<file path="config.mk">
export PLATFORM = sky130hd
export DESIGN_NAME = crossbar_rr_arbiter
export DESIGN_NICKNAME = d
export VERILOG_FILES = /design/src/rtl/switch_pkg.sv /design/src/rtl/rr_pick3.sv /design/src/rtl/crossbar_rr_arbiter.sv
export SDC_FILE = /design/constraint.sdc
export NUM_CORES = 1
export LEC_CHECK = 0
export ABC_AREA = 1
export CAP_MARGIN = 20
export CELL_PAD_IN_SITES_DETAIL_PLACEMENT = 1
export CELL_PAD_IN_SITES_GLOBAL_PLACEMENT = 2
export CORE_MARGIN = 10
export CORE_UTILIZATION = 24
export CTS_BUF_LIST = sky130_fd_sc_hd__clkbuf_16
export DETAILED_ROUTE_END_ITERATION = 6
export GPL_TIMING_DRIVEN = 0
export PLACE_DENSITY_LB_ADDON = 0.1
export SETUP_SLACK_MARGIN = 0.2
export SKIP_CTS_REPAIR_TIMING = 1
export SYNTH_ARGS = -nofsm -noshare
export SYNTH_HDL_FRONTEND = slang
export SYNTH_HIERARCHICAL = 1
export SYNTH_SLANG_ARGS = --single-unit
</file>
<file path="constraint.sdc">
create_clock -name clk -period 3.4 [get_ports clk]
set_input_delay 0.68 -clock clk [delete_from_list [all_inputs] [get_ports clk]]
set_output_delay 0.68 -clock clk [all_outputs]
set_load 0.02 [all_outputs]
</file>
<file path="src/rtl/switch_pkg.sv">
// Shared types and helpers for the 3x3 packet switch crossbar arbiter.
package switch_pkg;

    localparam int NPORTS = 3;

    localparam logic [1:0] DEST_DROP = 2'b00;
    localparam logic [1:0] DEST_OUT0 = 2'b01;
    localparam logic [1:0] DEST_OUT1 = 2'b10;
    localparam logic [1:0] DEST_OUT2 = 2'b11;

    typedef enum logic [1:0] {
        EMPTY = 2'd0,
        FETCH = 2'd1,
        HEAD  = 2'd2
    } in_state_t;

    // Output port index for a destination field; 2'd3 means no port (drop).
    function automatic logic [1:0] dest_to_port(input logic [1:0] dest);
        logic [1:0] port;
        case (dest)
            DEST_OUT0: port = 2'd0;
            DEST_OUT1: port = 2'd1;
            DEST_OUT2: port = 2'd2;
            default:   port = 2'd3;
        endcase
        return port;
    endfunction

    // One-hot grant to mux select encoding: 0 = none, 1..3 = input index + 1.
    function automatic logic [1:0] onehot_to_sel(input logic [2:0] gnt);
        logic [1:0] sel;
        case (gnt)
            3'b001:  sel = 2'd1;
            3'b010:  sel = 2'd2;
            3'b100:  sel = 2'd3;
            default: sel = 2'd0;
        endcase
        return sel;
    endfunction

    // Round-robin pointer after a win: winner + 1 modulo 3, from the select code.
    function automatic logic [1:0] sel_to_next_ptr(input logic [1:0] sel);
        logic [1:0] ptr;
        case (sel)
            2'd1:    ptr = 2'd1;
            2'd2:    ptr = 2'd2;
            default: ptr = 2'd0;
        endcase
        return ptr;
    endfunction

endpackage

</file>
<file path="src/rtl/rr_pick3.sv">
// Combinational 3-way round-robin picker: first request at or after ptr, wrapping 0,1,2.
module rr_pick3 (
    input  logic [2:0] req,
    input  logic [1:0] ptr,
    output logic [2:0] gnt,
    output logic       valid
);

    // Priority search starting at ptr; ptr value 3 is treated as 0.
    always_comb begin
        gnt   = 3'b000;
        valid = |req;
        case (ptr)
            2'd1: begin
                if (req[1])      gnt = 3'b010;
                else if (req[2]) gnt = 3'b100;
                else if (req[0]) gnt = 3'b001;
                else             gnt = 3'b000;
            end
            2'd2: begin
                if (req[2])      gnt = 3'b100;
                else if (req[0]) gnt = 3'b001;
                else if (req[1]) gnt = 3'b010;
                else             gnt = 3'b000;
            end
            default: begin
                if (req[0])      gnt = 3'b001;
                else if (req[1]) gnt = 3'b010;
                else if (req[2]) gnt = 3'b100;
                else             gnt = 3'b000;
            end
        endcase
    end

endmodule

</file>
<file path="src/rtl/crossbar_rr_arbiter.sv">
// Per-output round-robin arbiter for the 3x3 crossbar: pops input RAM heads,
// drops destination-00 words and drives registered mux selects / output writes.
module crossbar_rr_arbiter
    import switch_pkg::*;
#(
    parameter int ADDR_W = 12,
    parameter int DATA_W = 32
) (
    input  logic              clk,
    input  logic              reset_n,
    input  logic [DATA_W-1:0] in_data    [NPORTS],
    input  logic [ADDR_W-1:0] in_wr_addr [NPORTS],
    input  logic [NPORTS-1:0] out_ready,
    output logic [ADDR_W-1:0] in_rd_addr [NPORTS],
    output logic [NPORTS-1:0] in_rden,
    output logic [1:0]        mux_sel    [NPORTS],
    output logic [NPORTS-1:0] out_wr,
    output logic [15:0]       drop_cnt
);

    in_state_t         state_r     [NPORTS];
    in_state_t         state_s     [NPORTS];
    logic [ADDR_W-1:0] rd_addr_r   [NPORTS];
    logic [ADDR_W-1:0] next_addr_s [NPORTS];
    logic [DATA_W-1:0] head_r      [NPORTS];
    logic [DATA_W-1:0] head_word_s [NPORTS];
    logic [NPORTS-1:0] fresh_r;
    logic [NPORTS-1:0] drop_s;
    logic [NPORTS-1:0] taken_s;
    logic [NPORTS-1:0] retire_s;
    logic [2:0]        req_s       [NPORTS];
    logic [2:0]        gnt_s       [NPORTS];
    logic [NPORTS-1:0] vld_s;
    logic [NPORTS-1:0] grant_s;
    logic [1:0]        rr_ptr_r    [NPORTS];
    logic [1:0]        mux_sel_r   [NPORTS];
    logic [NPORTS-1:0] out_wr_r;
    logic [15:0]       drop_cnt_r;
    logic [15:0]       drop_next_s;
    logic [1:0]        drop_inc_s;
    logic [16:0]       drop_sum_s;

    // Head word (RAM data on the first HEAD cycle, held copy afterwards) and per-output requests.
    always_comb begin
        for (int i = 0; i < NPORTS; i++) begin
            head_word_s[i] = fresh_r[i] ? in_data[i] : head_r[i];
            drop_s[i]      = (state_r[i] == HEAD) && (head_word_s[i][1:0] == DEST_DROP);
        end
        for (int o = 0; o < NPORTS; o++) begin
            req_s[o] = 3'b000;
            for (int i = 0; i < NPORTS; i++) begin
                req_s[o][i] = (state_r[i] == HEAD) &&
                              (dest_to_port(head_word_s[i][1:0]) == 2'(o));
            end
        end
    end

    for (genvar g = 0; g < NPORTS; g++) begin : g_pick
        rr_pick3 u_pick (
            .req   (req_s[g]),
            .ptr   (rr_ptr_r[g]),
            .gnt   (gnt_s[g]),
            .valid (vld_s[g])
        );
    end

    // Grant qualification with backpressure, head retirement and input FSM next state.
    always_comb begin
        grant_s = vld_s & out_ready;
        for (int i = 0; i < NPORTS; i++) begin
            taken_s[i] = 1'b0;
            for (int o = 0; o < NPORTS; o++) begin
                taken_s[i] = taken_s[i] | (grant_s[o] & gnt_s[o][i]);
            end
            retire_s[i]    = taken_s[i] | drop_s[i];
            next_addr_s[i] = rd_addr_r[i] + ADDR_W'(1);
            state_s[i]     = state_r[i];
            case (state_r[i])
                EMPTY: begin
                    if (rd_addr_r[i] != in_wr_addr[i]) state_s[i] = FETCH;
                    else                               state_s[i] = EMPTY;
                end
                FETCH: state_s[i] = HEAD;
                HEAD: begin
                    if (!retire_s[i])                         state_s[i] = HEAD;
                    else if (next_addr_s[i] != in_wr_addr[i]) state_s[i] = FETCH;
                    else                                      state_s[i] = EMPTY;
                end
                default: state_s[i] = EMPTY;
            endcase
        end
    end

    // Saturating drop counter update; several inputs may drop in the same cycle.
    always_comb begin
        drop_inc_s = {1'b0, drop_s[0]} + {1'b0, drop_s[1]} + {1'b0, drop_s[2]};
        drop_sum_s = {1'b0, drop_cnt_r} + {15'd0, drop_inc_s};
        if (drop_sum_s[16]) drop_next_s = 16'hFFFF;
        else                drop_next_s = drop_sum_s[15:0];
    end

    // Input FSM state, read pointers and head registers.
    always_ff @(posedge clk or negedge reset_n) begin
        if (!reset_n) begin
            fresh_r <= '0;
            for (int i = 0; i < NPORTS; i++) begin
                state_r[i]   <= EMPTY;
                rd_addr_r[i] <= '0;
                head_r[i]    <= '0;
            end
        end else begin
            for (int i = 0; i < NPORTS; i++) begin
                state_r[i] <= state_s[i];
                fresh_r[i] <= (state_r[i] == FETCH);
                if (state_r[i] == HEAD) head_r[i] <= head_word_s[i];
                if (retire_s[i]) rd_addr_r[i] <= next_addr_s[i];
            end
        end
    end

    // Round-robin pointers, registered crossbar controls and drop count.
    always_ff @(posedge clk or negedge reset_n) begin
        if (!reset_n) begin
            out_wr_r   <= '0;
            drop_cnt_r <= 16'd0;
            for (int o = 0; o < NPORTS; o++) begin
                rr_ptr_r[o]  <= 2'd0;
                mux_sel_r[o] <= 2'd0;
            end
        end else begin
            drop_cnt_r <= drop_next_s;
            for (int o = 0; o < NPORTS; o++) begin
                if (grant_s[o]) begin
                    rr_ptr_r[o]  <= sel_to_next_ptr(onehot_to_sel(gnt_s[o]));
                    mux_sel_r[o] <= onehot_to_sel(gnt_s[o]);
                    out_wr_r[o]  <= 1'b1;
                end else begin
                    mux_sel_r[o] <= 2'd0;
                    out_wr_r[o]  <= 1'b0;
                end
            end
        end
    end

    // Output port mapping.
    always_comb begin
        for (int i = 0; i < NPORTS; i++) begin
            in_rd_addr[i] = rd_addr_r[i];
            in_rden[i]    = (state_r[i] == FETCH);
            mux_sel[i]    = mux_sel_r[i];
        end
        out_wr   = out_wr_r;
        drop_cnt = drop_cnt_r;
    end

endmodule

</file>
* After elaboration in Yosys (flattened, before gate mapping)
Index checks and enable logic that the tools add are counted.
** Storage, ports and cells
- Bits of input ports :: 137
- Output and inout bits :: 64
- Word-level logic and storage cells :: 179
- Bits in registers :: 82
** Operators by class
- Eq/ne operators :: 48
- Muxes and demuxes :: 64
- Add/subtract/negate cells :: 6
- Bitwise operators :: 19
- Reduce and logical (&&, ||, !) cells :: 24
** Operators by type and width (number)
- $ne 12x12->1 :: 6
- $mux 3 :: 21
- $pmux 2 s3 :: 9
- $add 12x1->12 const B :: 3
- $eq 2x2->1 const B :: 18
- $eq 2x1->1 const B :: 15
- $mux 2 :: 15
- $logic_not 2->1 :: 9
- $pmux 3 s2 :: 3
- $add 16x2->17 :: 1
- $mux 16 :: 1
- $logic_and 1x1->1 :: 12
- $mux 1 :: 12
- $pmux 2 s2 :: 3
- $and 1x1->1 :: 9
- $eq 3x1->1 const B :: 3
- $eq 3x2->1 const B :: 3
- $eq 3x3->1 const B :: 3
- $or 1x1->1 :: 9
- $reduce_or 3->1 :: 3
- $and 3x3->3 :: 1
- $add 1x1->2 :: 1
- $add 2x1->2 :: 1

* Logic depth before layout (Yosys ltp)
- Depth in word-level cells :: 15
- Mapped depth :: 18

* Cells and area by module
Netlist, hierarchy kept.
** By module, submodules not included
- crossbar_rr_arbiter :: area an instance 5170.0 um^2, instances 1, cells an instance 697
- rr_pick3 :: area an instance 147.6 um^2, instances 3, cells an instance 25

* Least setup slack after synthesis
Ideal clock, no wire load.
- Path type :: input to register
- Start :: input port in_data[64] (netlist bit)
- End :: register drop_cnt_r[10], in the netlist drop_cnt[10]
- Slack :: 0.377 ns
- Arrival :: 2.905 ns
- Library setup time :: 0.118 ns
- Stages on the path :: 15
- Path through :: inv_1 > nand2_1 > o21ai_0 > inv_1 > nor2_2 > fa_1 > ha_1 > fa_1 > nand4_1 > nor2_1 > nand2_1 > inv_1 > nand3_1 > o21ai_0 > a21o_1
** On the way
- Cells in the longest elaborated chain, start to end :: 7
** RTL lines
- start: declaration :: line crossbar_rr_arbiter.sv:11 : input logic [DATA_W-1:0] in_data [NPORTS],
- $mux 2 :: line crossbar_rr_arbiter.sv:46 : head_word_s[i] = fresh_r[i] ? in_data[i] : head_r[i];
- $logic_not 2->1 :: line crossbar_rr_arbiter.sv:47 : drop_s[i] = (state_r[i] == HEAD) && (head_word_s[i][1:0] == DEST_DROP);
- $logic_and 1x1->1 :: line crossbar_rr_arbiter.sv:47
- $add 1x1->2 :: line crossbar_rr_arbiter.sv:96 : drop_inc_s = {1'b0, drop_s[0]} + {1'b0, drop_s[1]} + {1'b0, drop_s[2]};
- $add 2x1->2 :: line crossbar_rr_arbiter.sv:96
- $add 16x2->17 :: line crossbar_rr_arbiter.sv:97 : drop_sum_s = {1'b0, drop_cnt_r} + {15'd0, drop_inc_s};
- $mux 16 :: line crossbar_rr_arbiter.sv:98 : if (drop_sum_s[16]) drop_next_s = 16'hFFFF;
- named net drop_next_s[10] :: line crossbar_rr_arbiter.sv:39 : logic [15:0] drop_next_s;
- end signal: assignment :: line crossbar_rr_arbiter.sv:131 : drop_cnt_r <= drop_next_s;
- end: declaration :: line crossbar_rr_arbiter.sv:38 : logic [15:0] drop_cnt_r;
The timed path passes the listed nets, and every way through them passes these cells.
A chain may end at the register's enable or synchronous reset.

* Worst setup path after layout
- Start :: input port in_data[64] (netlist bit)
- End :: register drop_cnt_r[15], in the netlist drop_cnt[15]
Same word-level chain as after synthesis.

==> key figures <==
Pwr
  – Int Power: 3.06 mW
  – Reg power frac: between 20% and 30%
  – Clock Power Share: 18.5%
  – Switching share of power: between 40% and 50%
  – PD cells: approximately 750 nW/um2
  – Peak VDD IR: 0.000243 V
  – Gate power share: 52.3%
  – Psw: roughly 2.6 mW
  – Leakage Power: 3.61 nW

Floorplan
  – DIE HEIGHT: ~170 um
  – Die area: around 30000 um2
  – # rows: 55
  – Initial Util: roughly a quarter
  – # IOs: 201
  – Die width: about 170 um
  – Area of the core: 22800 um2

Drt
  – Starting DRT DRC Count: around 190
  – First-pass DRT Iterations: 4
  – Top Layer Used: met4
  – Post-DRT Antenna Nets: 0
  – Vias: about 5.3k
  – Routed met2 length: approximately 8900 um
  – Drt via density: ~4.4
  – Routed wire per std cell: ~15 um
  – DRC: 0
  – WL final: 17900 um
  – WL met3: around 660 um
  – Wire length on met1: 8080 um

Min path
  – Worst Hold Class: in -> async

Placement
  – Post-DP HPWL: approximately 14000 um
  – Placement Setup Slack: -0.632 ns
  – # port buffers: 110
  – Placer Congestion: 0.758
  – Inst Count DP: approximately 1.2k

CTS
  – Root Driver: clkbuf_16
  – Clock Path Buffers: 2
  – Clk_lat worst skew: roughly 0.35 ns
  – CTS tree: yes
  – Clk slew on worst S/H paths: roughly 0.08 ns
  – Sink Count: 82
  – CTS H-Tree Depth: 3
  – TritonCTS buffer count: 9

Logic synthesis
  – Post-synthesis sequential area ratio: 36.6%
  – Syn Nets: 928
  – Mean Syn Cell Area: about 7.3 um2
  – Synth unique cells: 36
  – Mapped cell area: between 5000 and 6000 um2
  – Register bit count reported by yosys: between 80 and 90
  – Synthesized netlist cell count: between 700 and 800
  – Ys Warns: 6

Setup path
  – Cell mode on critical path: nor2_4
  – Crit Path Class: in -> reg
  – CP Data Required Time: between 3 and 4 ns
  – Slowest Stage Delay on Critical Path: around 0.53 ns
  – Worst path arrival time: 3.32 ns
  – Slowest stage cell, crit path: fa_1
  – Crit end category: register
  – Launching point of the worst reg2reg path: state_r[0]$_DFF_PN0_
  – Crit start category: primary input
  – Crit path from: in_data[64]
  – Crit-path max FO: 4
  – Worst path cell trace: clkdlybuf4s50_1, inv_1, nand2_1, o21ai_2, inv_2, nor2_4, fa_1, ha_4, fa_2, nand4_1, nor2_2, nand2_2, nor2_4, nand2_4, nor2_4, nor3_1, a21oi_1

STA
  – Final Hold Fails: 0
  – Setup TNS: 0 ns
  – Final worst-path cycle share: between 80% and 90%
  – Max-slew headroom: a little under three fifths
  – Final Skew: 0.0149 ns
  – Worst slew pin tran: 0.637 ns
  – Fin worst setup slack: roughly 0.34 ns
  – Post-route minimum period: about 3.1 ns
  – FMAX: about 330 MHz
  – Pins Over Slew Limit: 0
  – RSZ-0062 raised after global routing: no
  – Final setup violation count: 0

Global route
  – Gr usage total: between 10% and 20%
  – Global route overflow: 0
  – Vias in the first global route: between 5k and 6k
  – Largest net degree at the start of global routing: 43
  – Initial antenna violation count: 0
  – First-pass GRT wire length: slightly below 30000 um

Run
  – Max-cap check violation count: 0

Layout
  – Diodes inserted: 0
  – Non-filler cells in the finished layout: around 1.2k
  – Layout overhead on the synthesized area: 35.5%
  – Share of layout cells above drive strength 1: 12.7%
  – Most frequent cells in the layout: 196 x nand2_1, 107 x inv_1, 106 x clkdlybuf4s50_1
  – Final core occ: roughly 33%
  – Most common cell after layout, fill and taps aside: nand2_1
  – Fin nets: 1058

Outcome
  – Status: completed
[critical path: cells and delay by family]
kind            cells  cell delay, ns
fa+ha+maj           3            0.92
simple gates        9            0.91
buf+inv             3            0.59
compound gates      2            0.23
[power by group through the flow]
| stage | combinational (mW) | clock [mW] | sequential, mW |
|---|---|---|---|
| global route | 3.37 | 1.13 | 1.73 |
| finish | 2.97 | 1.05 | 1.66 |
| CTS | 2.94 | 1.10 | 1.66 |
| global placement | 2.84 | 0 | 1.66 |
| detailed placement | 2.92 | 0 | 1.68 |
| floorplan | 1.68 | 0 | 1.82 |
[final timing paths]
path,end,slack [ns],cells past startpoint
max in group asynchronous,rr_ptr_r[0]$_DFFE_PN0P_,2.40,2
min in group clk,fresh_r[2]$_DFF_PN0_,0.48,1
min reg2reg,fresh_r[2]$_DFF_PN0_,0.48,1
max,drop_cnt[15]$_DFF_PN0_,0.34,17
max reg2reg,drop_cnt[10]$_DFF_PN0_,0.49,16
min,in_rd_addr[20]$_DFFE_PN0P_,0.34,1
[registers in the layout (all words and copies together), names as in the netlist]
| signal | count |
|---|---|
| out_wr | 3 |
| state_r | 6 |
| head_r | 6 |
| mux_sel | 6 |
| in_rd_addr | 36 |
| drop_cnt | 16 |
| fresh_r | 3 |
| rr_ptr_r | 6 |
[logic make-up (layout without fill, tap and decap cells)]
logic type	after synthesis	count (layout)	share of synthesized area, %
multiplexers	2	2	0.401
AND/OR/NAND/NOR	395	395	32.0
adder cells (fa/ha/maj)	19	19	4.50
buffers and inverters	135	270	9.30
XOR/XNOR	64	64	9.99
AO/OA/AOI/OAI	75	75	7.27
flip-flops	82	82	36.6
[synth_stat cells]
cell / count / area, um2
nor2_4: 4 / 45.0
xor2_1: 42 / 368
dfrtp_1: 82 / 2050
o22ai_1: 2 / 12.5
nand3_1: 61 / 305
nor4_1: 4 / 25.0
ha_1: 17 / 213
nor2_1: 69 / 259
a21o_1: 1 / 7.51
buf_4: 1 / 7.51
nor3b_1: 1 / 7.51
mux2_2: 2 / 22.5
nor2_2: 11 / 68.8
xnor2_1: 22 / 193
o21ai_2: 2 / 17.5
o21ai_1: 5 / 25.0
nor3_1: 8 / 40.0
fa_1: 2 / 40.0
o21bai_1: 2 / 15.0
or2_2: 2 / 12.5
nor3_4: 1 / 16.3
nand2_1: 198 / 743
buf_6: 1 / 11.3
a21oi_2: 4 / 35.0
nand2_4: 3 / 33.8
a21oi_1: 22 / 110
inv_2: 19 / 71.3
buf_2: 3 / 15.0
nand2_2: 9 / 56.3
nor3_2: 4 / 40.0
inv_1: 111 / 417
or2_0: 1 / 6.26
nand3b_1: 2 / 15.0
o21ai_0: 37 / 185
nand4_1: 13 / 81.3
nand3_2: 4 / 40.0
[metrics by stage]
stage                     hold WS [ns]  total power [mW]  cell area [um2]
after floorplan                  0.384              3.50             5610
after global placement           0.453              4.50             7110
after detailed placement         0.464              4.60             7130
after CTS                        0.364              5.70             7440
after global routing             0.386              6.23             7600
final                            0.341              5.69             7600
[metal layers]
metal | GRT usage (%) | up-vias
met5 | 0 | -
met4 | 3.38 | 0
met3 | 2.57 | 15
met2 | 20.8 | 76
met1 | 14.2 | 2561
li1 | - | 2666
[layout make-up]
type	instances	area, um2
Buffer	5	33.8
Clock inverter	7	85.1
Timing Repair Buffer	119	1190
Tap cell	313	392
Clock buffer	9	225
Sequential cell	82	2050
Fill cell	2788	15200
Multi-Input combinational cell	555	3130
Inverter	130	488
Note: power is estimated with default switching activity, not from simulation.
